## src/rtl/pipe_stage_skid_pkg.sv

```systemverilog
// Shared pipeline definitions: stage payload widths, control-bit positions,
// the bubble control word and the main-entry load-source encoding.
package pipe_stage_skid_pkg;

  localparam int DATA_W_DEF = 16;
  localparam int CTRL_W_DEF = 6;

  // Per-stage data payload widths for the 16-bit processor.
  localparam int ID_EX_DATA_W  = 16 * 5 + 3;       // A, B, imm, nextPC, pc, writeregsel
  localparam int EX_MEM_DATA_W = 16 * 4 + 3 + 7;   // B, ALURes, nextPC, pc, AB, writeregsel
  localparam int MEM_WB_DATA_W = 16 * 3 + 3;       // memdata, ALURes, nextPC, writeregsel

  // Control-bit positions inside the control payload.
  localparam int CTRL_REG_WRITE  = 0;
  localparam int CTRL_MEM_WRITE  = 1;
  localparam int CTRL_MEM_TO_REG = 2;
  localparam int CTRL_BRANCH     = 3;
  localparam int CTRL_JAL        = 4;
  localparam int CTRL_HALT       = 5;

  // All side-effect bits low: a bubble can never write state downstream.
  localparam logic [CTRL_W_DEF-1:0] CTRL_BUBBLE_DEF = '0;

  typedef enum logic [1:0] {
    SRC_HOLD,
    SRC_IN,
    SRC_SKID
  } main_src_e;

  function automatic logic [1:0] occ_count(input logic main_v, input logic skid_v);
    return {1'b0, main_v} + {1'b0, skid_v};
  endfunction

endpackage

```

## src/rtl/pipe_stage_skid_if.sv

```systemverilog
// Valid/ready handshake bundle carrying a data and a control payload.
interface pipe_stage_skid_if #(
  parameter int DATA_W = 16,
  parameter int CTRL_W = 6
);
  logic              valid;
  logic              ready;
  logic [DATA_W-1:0] data;
  logic [CTRL_W-1:0] ctrl;

  modport master (output valid, output data, output ctrl, input  ready);
  modport slave  (input  valid, input  data, input  ctrl, output ready);
endinterface

```

## src/rtl/register_n.sv

```systemverilog
// Parametrised register with write enable and synchronous reset value;
// the building block for both pipeline-stage entries.
module register_n #(
  parameter int           W       = 1,
  parameter logic [W-1:0] RST_VAL = '0
) (
  input  logic         clk,
  input  logic         rst,
  input  logic         en,
  input  logic [W-1:0] d,
  output logic [W-1:0] q
);

  // NOTE: non-blocking assignment so every register samples pre-edge values.
  always_ff @(posedge clk) begin
    if (rst)     q <= RST_VAL;
    else if (en) q <= d;
  end

endmodule

```

## src/rtl/pipe_stage_skid.sv

```systemverilog
// Pipeline-stage register with valid/ready flow control, optional two-entry
// skid buffer and synchronous flush that turns held instructions into bubbles.
module pipe_stage_skid
  import pipe_stage_skid_pkg::*;
#(
  parameter int                DATA_W      = DATA_W_DEF,
  parameter int                CTRL_W      = CTRL_W_DEF,
  parameter logic [CTRL_W-1:0] CTRL_BUBBLE = CTRL_W'(CTRL_BUBBLE_DEF),
  parameter bit                SKID        = 1'b1
) (
  input  logic                     clk,
  input  logic                     rst,
  pipe_stage_skid_if.slave         in_if,
  pipe_stage_skid_if.master        out_if,
  input  logic                     flush,
  output logic [1:0]               occupancy
);

  logic              m_valid, s_valid;
  logic [DATA_W-1:0] m_data, s_data;
  logic [CTRL_W-1:0] m_ctrl, s_ctrl;
  logic              m_valid_d, s_valid_d, s_load;
  logic [DATA_W-1:0] m_data_d;
  logic [CTRL_W-1:0] m_ctrl_d, s_ctrl_d;
  logic              accept, drain;
  main_src_e         m_src;

  // With a skid entry in_ready depends only on local state, cutting the
  // out_ready -> in_ready path between stages.
  assign in_if.ready = (SKID ? ~s_valid : (~m_valid | out_if.ready)) & ~rst;
  assign accept      = in_if.valid & in_if.ready;
  assign drain       = m_valid & out_if.ready;

  // NOTE: every output of this block gets a default first, so no latch can be inferred.
  always_comb begin
    m_src     = SRC_HOLD;
    m_valid_d = m_valid;
    s_valid_d = s_valid;
    s_load    = 1'b0;
    if (flush) begin
      m_valid_d = 1'b0;
      s_valid_d = 1'b0;
    end else if (drain && s_valid) begin
      m_src     = SRC_SKID;
      s_valid_d = 1'b0;
    end else if (accept && (!m_valid || drain)) begin
      m_src     = SRC_IN;
      m_valid_d = 1'b1;
    end else if (accept) begin
      s_load    = 1'b1;
      s_valid_d = 1'b1;
    end else if (drain) begin
      m_valid_d = 1'b0;
    end
  end

  always_comb begin
    m_data_d = m_data;
    m_ctrl_d = m_ctrl;
    unique case (m_src)
      SRC_IN:   begin m_data_d = in_if.data; m_ctrl_d = in_if.ctrl; end
      SRC_SKID: begin m_data_d = s_data;     m_ctrl_d = s_ctrl;     end
      default:  ;
    endcase
    if (flush) m_ctrl_d = CTRL_BUBBLE;
  end

  assign s_ctrl_d = flush ? CTRL_BUBBLE : in_if.ctrl;

  register_n #(.W(1)) u_m_valid (
    .clk(clk), .rst(rst), .en(1'b1), .d(m_valid_d), .q(m_valid)
  );
  register_n #(.W(DATA_W)) u_m_data (
    .clk(clk), .rst(rst), .en(m_src != SRC_HOLD), .d(m_data_d), .q(m_data)
  );
  register_n #(.W(CTRL_W), .RST_VAL(CTRL_BUBBLE)) u_m_ctrl (
    .clk(clk), .rst(rst), .en(flush || (m_src != SRC_HOLD)), .d(m_ctrl_d), .q(m_ctrl)
  );
  register_n #(.W(2)) u_occ (
    .clk(clk), .rst(rst), .en(1'b1), .d(occ_count(m_valid_d, s_valid_d)), .q(occupancy)
  );

  if (SKID) begin : g_skid
    register_n #(.W(1)) u_s_valid (
      .clk(clk), .rst(rst), .en(1'b1), .d(s_valid_d), .q(s_valid)
    );
    register_n #(.W(DATA_W)) u_s_data (
      .clk(clk), .rst(rst), .en(s_load), .d(in_if.data), .q(s_data)
    );
    register_n #(.W(CTRL_W), .RST_VAL(CTRL_BUBBLE)) u_s_ctrl (
      .clk(clk), .rst(rst), .en(flush || s_load), .d(s_ctrl_d), .q(s_ctrl)
    );
  end else begin : g_no_skid
    assign s_valid = 1'b0;
    assign s_data  = '0;
    assign s_ctrl  = CTRL_BUBBLE;
  end

  assign out_if.valid = m_valid;
  assign out_if.data  = m_data;
  assign out_if.ctrl  = m_valid ? m_ctrl : CTRL_BUBBLE;

endmodule
```

## src/flat_wrapper.sv

```systemverilog
// flat-port wrapper written by rule: the top's interface ports become plain ports
module pipe_stage_skid_flat import pipe_stage_skid_pkg::*;
#(
  parameter int                DATA_W      = DATA_W_DEF,
  parameter int                CTRL_W      = CTRL_W_DEF,
  parameter logic [CTRL_W-1:0] CTRL_BUBBLE = CTRL_W'(CTRL_BUBBLE_DEF),
  parameter bit                SKID        = 1'b1
)
  (clk, rst, flush, occupancy, in_if_valid, in_if_data, in_if_ctrl, in_if_ready, out_if_valid, out_if_data, out_if_ctrl, out_if_ready);
  pipe_stage_skid_if #(.DATA_W(DATA_W), .CTRL_W(CTRL_W)) in_if_i ();
  pipe_stage_skid_if #(.DATA_W(DATA_W), .CTRL_W(CTRL_W)) out_if_i ();
  input  logic clk;
  input  logic rst;
  input  logic flush;
  output logic [1:0] occupancy;
  input wire logic [$bits(in_if_i.valid)-1:0] in_if_valid;
  input wire logic [$bits(in_if_i.data)-1:0] in_if_data;
  input wire logic [$bits(in_if_i.ctrl)-1:0] in_if_ctrl;
  output wire logic [$bits(in_if_i.ready)-1:0] in_if_ready;
  output wire logic [$bits(out_if_i.valid)-1:0] out_if_valid;
  output wire logic [$bits(out_if_i.data)-1:0] out_if_data;
  output wire logic [$bits(out_if_i.ctrl)-1:0] out_if_ctrl;
  input wire logic [$bits(out_if_i.ready)-1:0] out_if_ready;
  assign in_if_i.valid = in_if_valid;
  assign in_if_i.data = in_if_data;
  assign in_if_i.ctrl = in_if_ctrl;
  assign in_if_ready = in_if_i.ready;
  assign out_if_valid = out_if_i.valid;
  assign out_if_data = out_if_i.data;
  assign out_if_ctrl = out_if_i.ctrl;
  assign out_if_i.ready = out_if_ready;
  pipe_stage_skid #(.DATA_W(DATA_W), .CTRL_W(CTRL_W), .CTRL_BUBBLE(CTRL_BUBBLE), .SKID(SKID)) u_core (.clk(clk), .rst(rst), .in_if(in_if_i), .out_if(out_if_i), .flush(flush), .occupancy(occupancy));
endmodule
```

## config.mk

```make
export PLATFORM = sky130hd
export DESIGN_NAME = pipe_stage_skid_flat
export DESIGN_NICKNAME = d
export VERILOG_FILES = /design/src/rtl/pipe_stage_skid_pkg.sv /design/src/rtl/pipe_stage_skid_if.sv /design/src/rtl/register_n.sv /design/src/rtl/pipe_stage_skid.sv /design/src/flat_wrapper.sv
export SDC_FILE = /design/constraint.sdc
export NUM_CORES = 1
export LEC_CHECK = 0
export BUFFER_PORTS_ARGS = -buffer_cell sky130_fd_sc_hd__buf_2
export CORE_MARGIN = 5
export CORE_UTILIZATION = 40
export CTS_CLUSTER_SIZE = 10
export DETAILED_ROUTE_END_ITERATION = 16
export PLACE_DENSITY_LB_ADDON = 0.05
export REMOVE_ABC_BUFFERS = 1
export SETUP_SLACK_MARGIN = 0.1
export SYNTH_ARGS = -nofsm -noshare
export SYNTH_HDL_FRONTEND = slang
export SYNTH_SLANG_ARGS = --single-unit
```

## constraint.sdc

```tcl
create_clock -name clk -period 5.3 [get_ports clk]
set_input_delay 0.795 -clock clk [delete_from_list [all_inputs] [get_ports clk]]
set_output_delay 0.795 -clock clk [all_outputs]
set_load 0.01 [all_outputs]
```

==> impl_summary.txt <==
----------------------------------------------------
[Status]
  Outcome ... finished clean

[Clocking]
  Clock tree from TritonCTS ... yes
  Setup bufs post-CTS ... 0
  Maximum number of buffers from clock root to sink ... 2
  Hold_buf cts ... 0
  Root buf cell ... sky130_fd_sc_hd__clkbuf_8
  Worst-skew pair later-pin latency ... 0.30 ns
  Clock-pin slew on the worst setup and hold paths ... approximately 0.090 ns
  PostCTS Resize Cnt ... 0
  # clock sinks ... 48
  CTS Buf Count ... 5
  Clock H-tree levels ... 2

[Placed design]
  Routability Congestion ... 0.7640
  Estimated wirelength of the detail-placed design ... 3320 um
  Number of buffer cells added on primary ports ... 52

[Detailed routing]
  Iteration-0 DRC count of the detailed router ... 95
  DRC errors left ... 0
  Wire length after detailed routing ... 4984 um
  Detail-routed via count per cell ... 5.163
  Post-DR wirelength/cell ... 14.24 um
  Post-route antenna net violation count ... 0
  Routed vias ... about 1.8k
  Iteration count of the initial detailed-routing pass ... 4

[Critical path]
  Kind of critical path ... input port to register
  CP startpoint ... flush
  Endpoint class of the critical path ... register
  Critical path fanouts, max ... 32
  Arrival time at the worst endpoint ... 3.15 ns
  Startpoint class of the critical path ... input port
  Worst R2R Start ... u_core.u_m_valid.q$_SDFF_PP0_
  Endpoint required time on the critical path ... 5.52 ns
  Register-to-Register Path Depth ... 6
  Flop2flop setup slack ... between 2 and 3 ns

[GRT]
  Wire length of the first global-routing pass ... 8128 um
  Number of global-route vias before repair ... 1688
  Overall global routing resource usage ... ~14%
  Overall overflow remaining after global route ... 0
  Largest net degree at the start of global routing ... just over 40
  Number of antenna violations at the first check in global routing ... 0

[Floorplanning]
  Die area ... between 7000 and 8000 sq um
  Cell row count ... 27
  Floorplan die width ... between 80 and 90 um
  Num ports ... 53
  Core area ... 5405 sq um
  Height of the die ... ~84 um
  Initial core utilization ... 40.63%

[Power]
  Total leakage power ... 0.9403 nW
  Fraction of power consumed by the clock network ... 37.7%
  Proportion of total power due to net switching ... approximately a quarter
  Worst VDD drop ... roughly 0.13 mV
  Power density over the cells ... 275.0 nW/um^2
  Combinational fraction of design power ... 9.3%
  Portion of total power attributed to sequential cells ... 53.0%
  Net switching power figure ... about 0.00017 W
  Pint ... 0.0005336 W

[Timing]
  Time the final worst path needs with I/O delays and setup ... 2.931 ns
  Pins over their slew limit ... 0
  Hold Vio Cnt, Final ... 0
  Total Neg Setup Slack ... 0 ns
  Post-route fraction of the period consumed by the critical path ... 55.30%
  Final Hold Slack ... 0.4660 ns
  Peak Freq ... between 300 and 400 MHz
  Final setup viols ... 0
  RSZ-0062 raised after global routing ... false
  Setup clock skew after layout ... 0.002797 ns
  Worst relative slew slack ... 34.62%
  Actual transition at the worst max-transition pin ... 0.9807 ns

[Logic synthesis]
  Share of the synthesized area in the top cell type ... 43.76%
  Predominant post-synthesis flop cell ... sky130_fd_sc_hd__dfxtp_1
  Post-Syn Area per Cell ... 9.344 sq um
  Number of instances in the synthesized netlist ... 235
  Compound-cell area share of the yosys netlist ... 21.54%
  Sequential fraction of the synthesis area ... 43.76%
  Synthesized-area fraction occupied by adder cells ... 2.849%
  Ys Warns ... 0
  Main combinational cell family by area after synthesis ... compound AO/OA/AOI/OAI gates
  Cell area after technology mapping ... 2196 sq um
  Fraction of synthesized cell area in xor and xnor cells ... 0%
  Fraction of registers with async set/reset ... 0%
  Area leader, netlist ... sky130_fd_sc_hd__dfxtp_1
  Dominant cell by count in the synthesized netlist ... sky130_fd_sc_hd__dfxtp_1
  Synth Register Bits ... 48
  Count of cell types in the netlist ... 29
  Number of enable flip-flop cells after synthesis ... 0
  Post-Synth Simple-Gate Area ... 15.73%
  Synth cell count leaders ... 48 x sky130_fd_sc_hd__dfxtp_1, 24 x sky130_fd_sc_hd__a211oi_1, 23 x sky130_fd_sc_hd__a21oi_1, 23 x sky130_fd_sc_hd__nor2_1
  Multiplexer share of the synthesized area ... approximately 10%
  Dominant cells by area after synthesis ... sky130_fd_sc_hd__dfxtp_1 44%, sky130_fd_sc_hd__mux2i_1 10%, sky130_fd_sc_hd__a211oi_1 8.2%, sky130_fd_sc_hd__a21oi_1 5.2%, sky130_fd_sc_hd__nand3_1 5.0%

[Cells and area]
  Synth-to-Final Area Change ... 16.64%
  Number of antenna cells inserted ... 0
  Share of layout cells above drive strength 1 ... 28.78%
  Net count reported at finish ... 309

[Hold path]
  Count of cells along the worst hold path ... 2
  Worst hold path class ... register to register
  Startpoint of the most critical hold path ... u_core.g_skid.u_s_data.q[8]$_SDFFE_PP0P_

[Job]
  Reported max-cap violation count ... 0

----------------------------------------------------
[state kept, by name (all words and copies together), names as in the netlist]
signal,flops
u_core.g_skid.u_s_valid.q,1
u_core.u_m_valid.q,1
u_core.u_m_ctrl.q,6
u_core.g_skid.u_s_data.q,16
u_core.u_occ.q,2
u_core.g_skid.u_s_ctrl.q,6
u_core.u_m_data.q,16
[metal layers]
metal  track usage (%)  up-vias  routed length [um]
li1                  -      928                   -
met1             19.76      829                2478
met2             20.73       45                2213
met3             4.146        5                 251
met4             3.947        0                  41
met5                 0        -                   0
[power groups by stage]
| stage | combinational, W | clock [W] | sequential, W |
|---|---|---|---|
| 6_report | 0.0000657 | 0.000266 | 0.000373 |
| 5_1_grt | 0.0000734 | 0.000287 | 0.000374 |
| 4_1_cts | 0.0000668 | 0.000276 | 0.000373 |
| 3_5_place_dp | 0.0000666 | 0 | 0.000382 |
| 3_3_place_gp | 0.0000670 | 0 | 0.000382 |
| 2_1_floorplan | 0.0000283 | 0 | 0.000384 |
[through the flow]
stage / setup WS (ns) / power, W / cells / util [%] / area [sq um]
2_1_floorplan: 2.515 / 0.0004128 / 215 / - / 2077
3_3_place_gp: 2.090 / 0.0004485 / 342 / 45.32 / 2450
3_5_place_dp: 2.014 / 0.0004481 / 342 / 45.32 / 2450
4_1_cts: 2.337 / 0.0007159 / 350 / 47.38 / 2561
5_1_grt: 2.165 / 0.0007352 / 350 / 47.38 / 2561
6_report: 2.369 / 0.0007044 / 350 / 47.38 / 2561
[logic make-up (layout without fill, tap and decap cells)]
kind of cell | count (synthesis) | count (layout)
AND/OR/NAND/NOR | 63 | 63
buffers and inverters | 24 | 67
AO/OA/AOI/OAI | 73 | 73
adder cells (fa/ha/maj) | 5 | 5
multiplexers | 22 | 22
flip-flops | 48 | 48
[placed cells by master (no fill, tap or decap)]
| cell | count |
|---|---|
| sky130_fd_sc_hd__nor2b_1 | 3 |
| sky130_fd_sc_hd__nor2_1 | 23 |
| sky130_fd_sc_hd__clkbuf_8 | 5 |
| sky130_fd_sc_hd__nand2b_1 | 2 |
| sky130_fd_sc_hd__dfxtp_1 | 48 |
| sky130_fd_sc_hd__nand4b_1 | 1 |
| sky130_fd_sc_hd__a211oi_1 | 24 |
| sky130_fd_sc_hd__o21ai_1 | 3 |
| sky130_fd_sc_hd__or3_4 | 1 |
| sky130_fd_sc_hd__inv_2 | 1 |
| sky130_fd_sc_hd__o21ai_0 | 10 |
| sky130_fd_sc_hd__a31oi_1 | 1 |
| sky130_fd_sc_hd__nor3b_4 | 1 |
| sky130_fd_sc_hd__a2111oi_0 | 1 |
| sky130_fd_sc_hd__o21ai_2 | 10 |
| sky130_fd_sc_hd__or3b_4 | 2 |
| sky130_fd_sc_hd__ha_1 | 5 |
| sky130_fd_sc_hd__inv_1 | 3 |
| sky130_fd_sc_hd__buf_2 | 52 |
| sky130_fd_sc_hd__buf_4 | 3 |
| sky130_fd_sc_hd__nor3b_2 | 1 |
| sky130_fd_sc_hd__and2_1 | 6 |
| sky130_fd_sc_hd__mux2i_1 | 22 |
| sky130_fd_sc_hd__or2_1 | 1 |
| sky130_fd_sc_hd__a21oi_1 | 23 |
| sky130_fd_sc_hd__clkinvlp_4 | 1 |
| sky130_fd_sc_hd__clkinv_2 | 1 |
| sky130_fd_sc_hd__o21ba_2 | 1 |
| sky130_fd_sc_hd__nand3_1 | 22 |
| sky130_fd_sc_hd__bufinv_16 | 1 |
[layout make-up]
type                    count  area [sq um]
clock buffers               5         68.82
clock inverters             3         42.54
fillers                   565          2844
inverters                   4         15.01
multi-input cells         163          1101
flip-flops and latches     48         960.9
well taps                  72         90.09
repair buffers             55         282.8
[worst max-delay path, stage by stage]
cell and delay, ns:
sky130_fd_sc_hd__buf_2 0.15, sky130_fd_sc_hd__or2_1 0.41, sky130_fd_sc_hd__or3_4 0.48, sky130_fd_sc_hd__ha_1 0.95, sky130_fd_sc_hd__nor2_1 0.11, sky130_fd_sc_hd__a211oi_1 0.24
[worst paths after layout]
kind	to
min reg2reg	u_core.g_skid.u_s_data.q[8]$_SDFFE_PP0P_
min	u_core.g_skid.u_s_data.q[8]$_SDFFE_PP0P_
max	u_core.u_m_data.q[15]$_SDFFE_PP0P_
max reg2reg	u_core.u_m_ctrl.q[2]$_SDFFE_PP0P_
No activity file was read; power rests on OpenSTA's default activity.
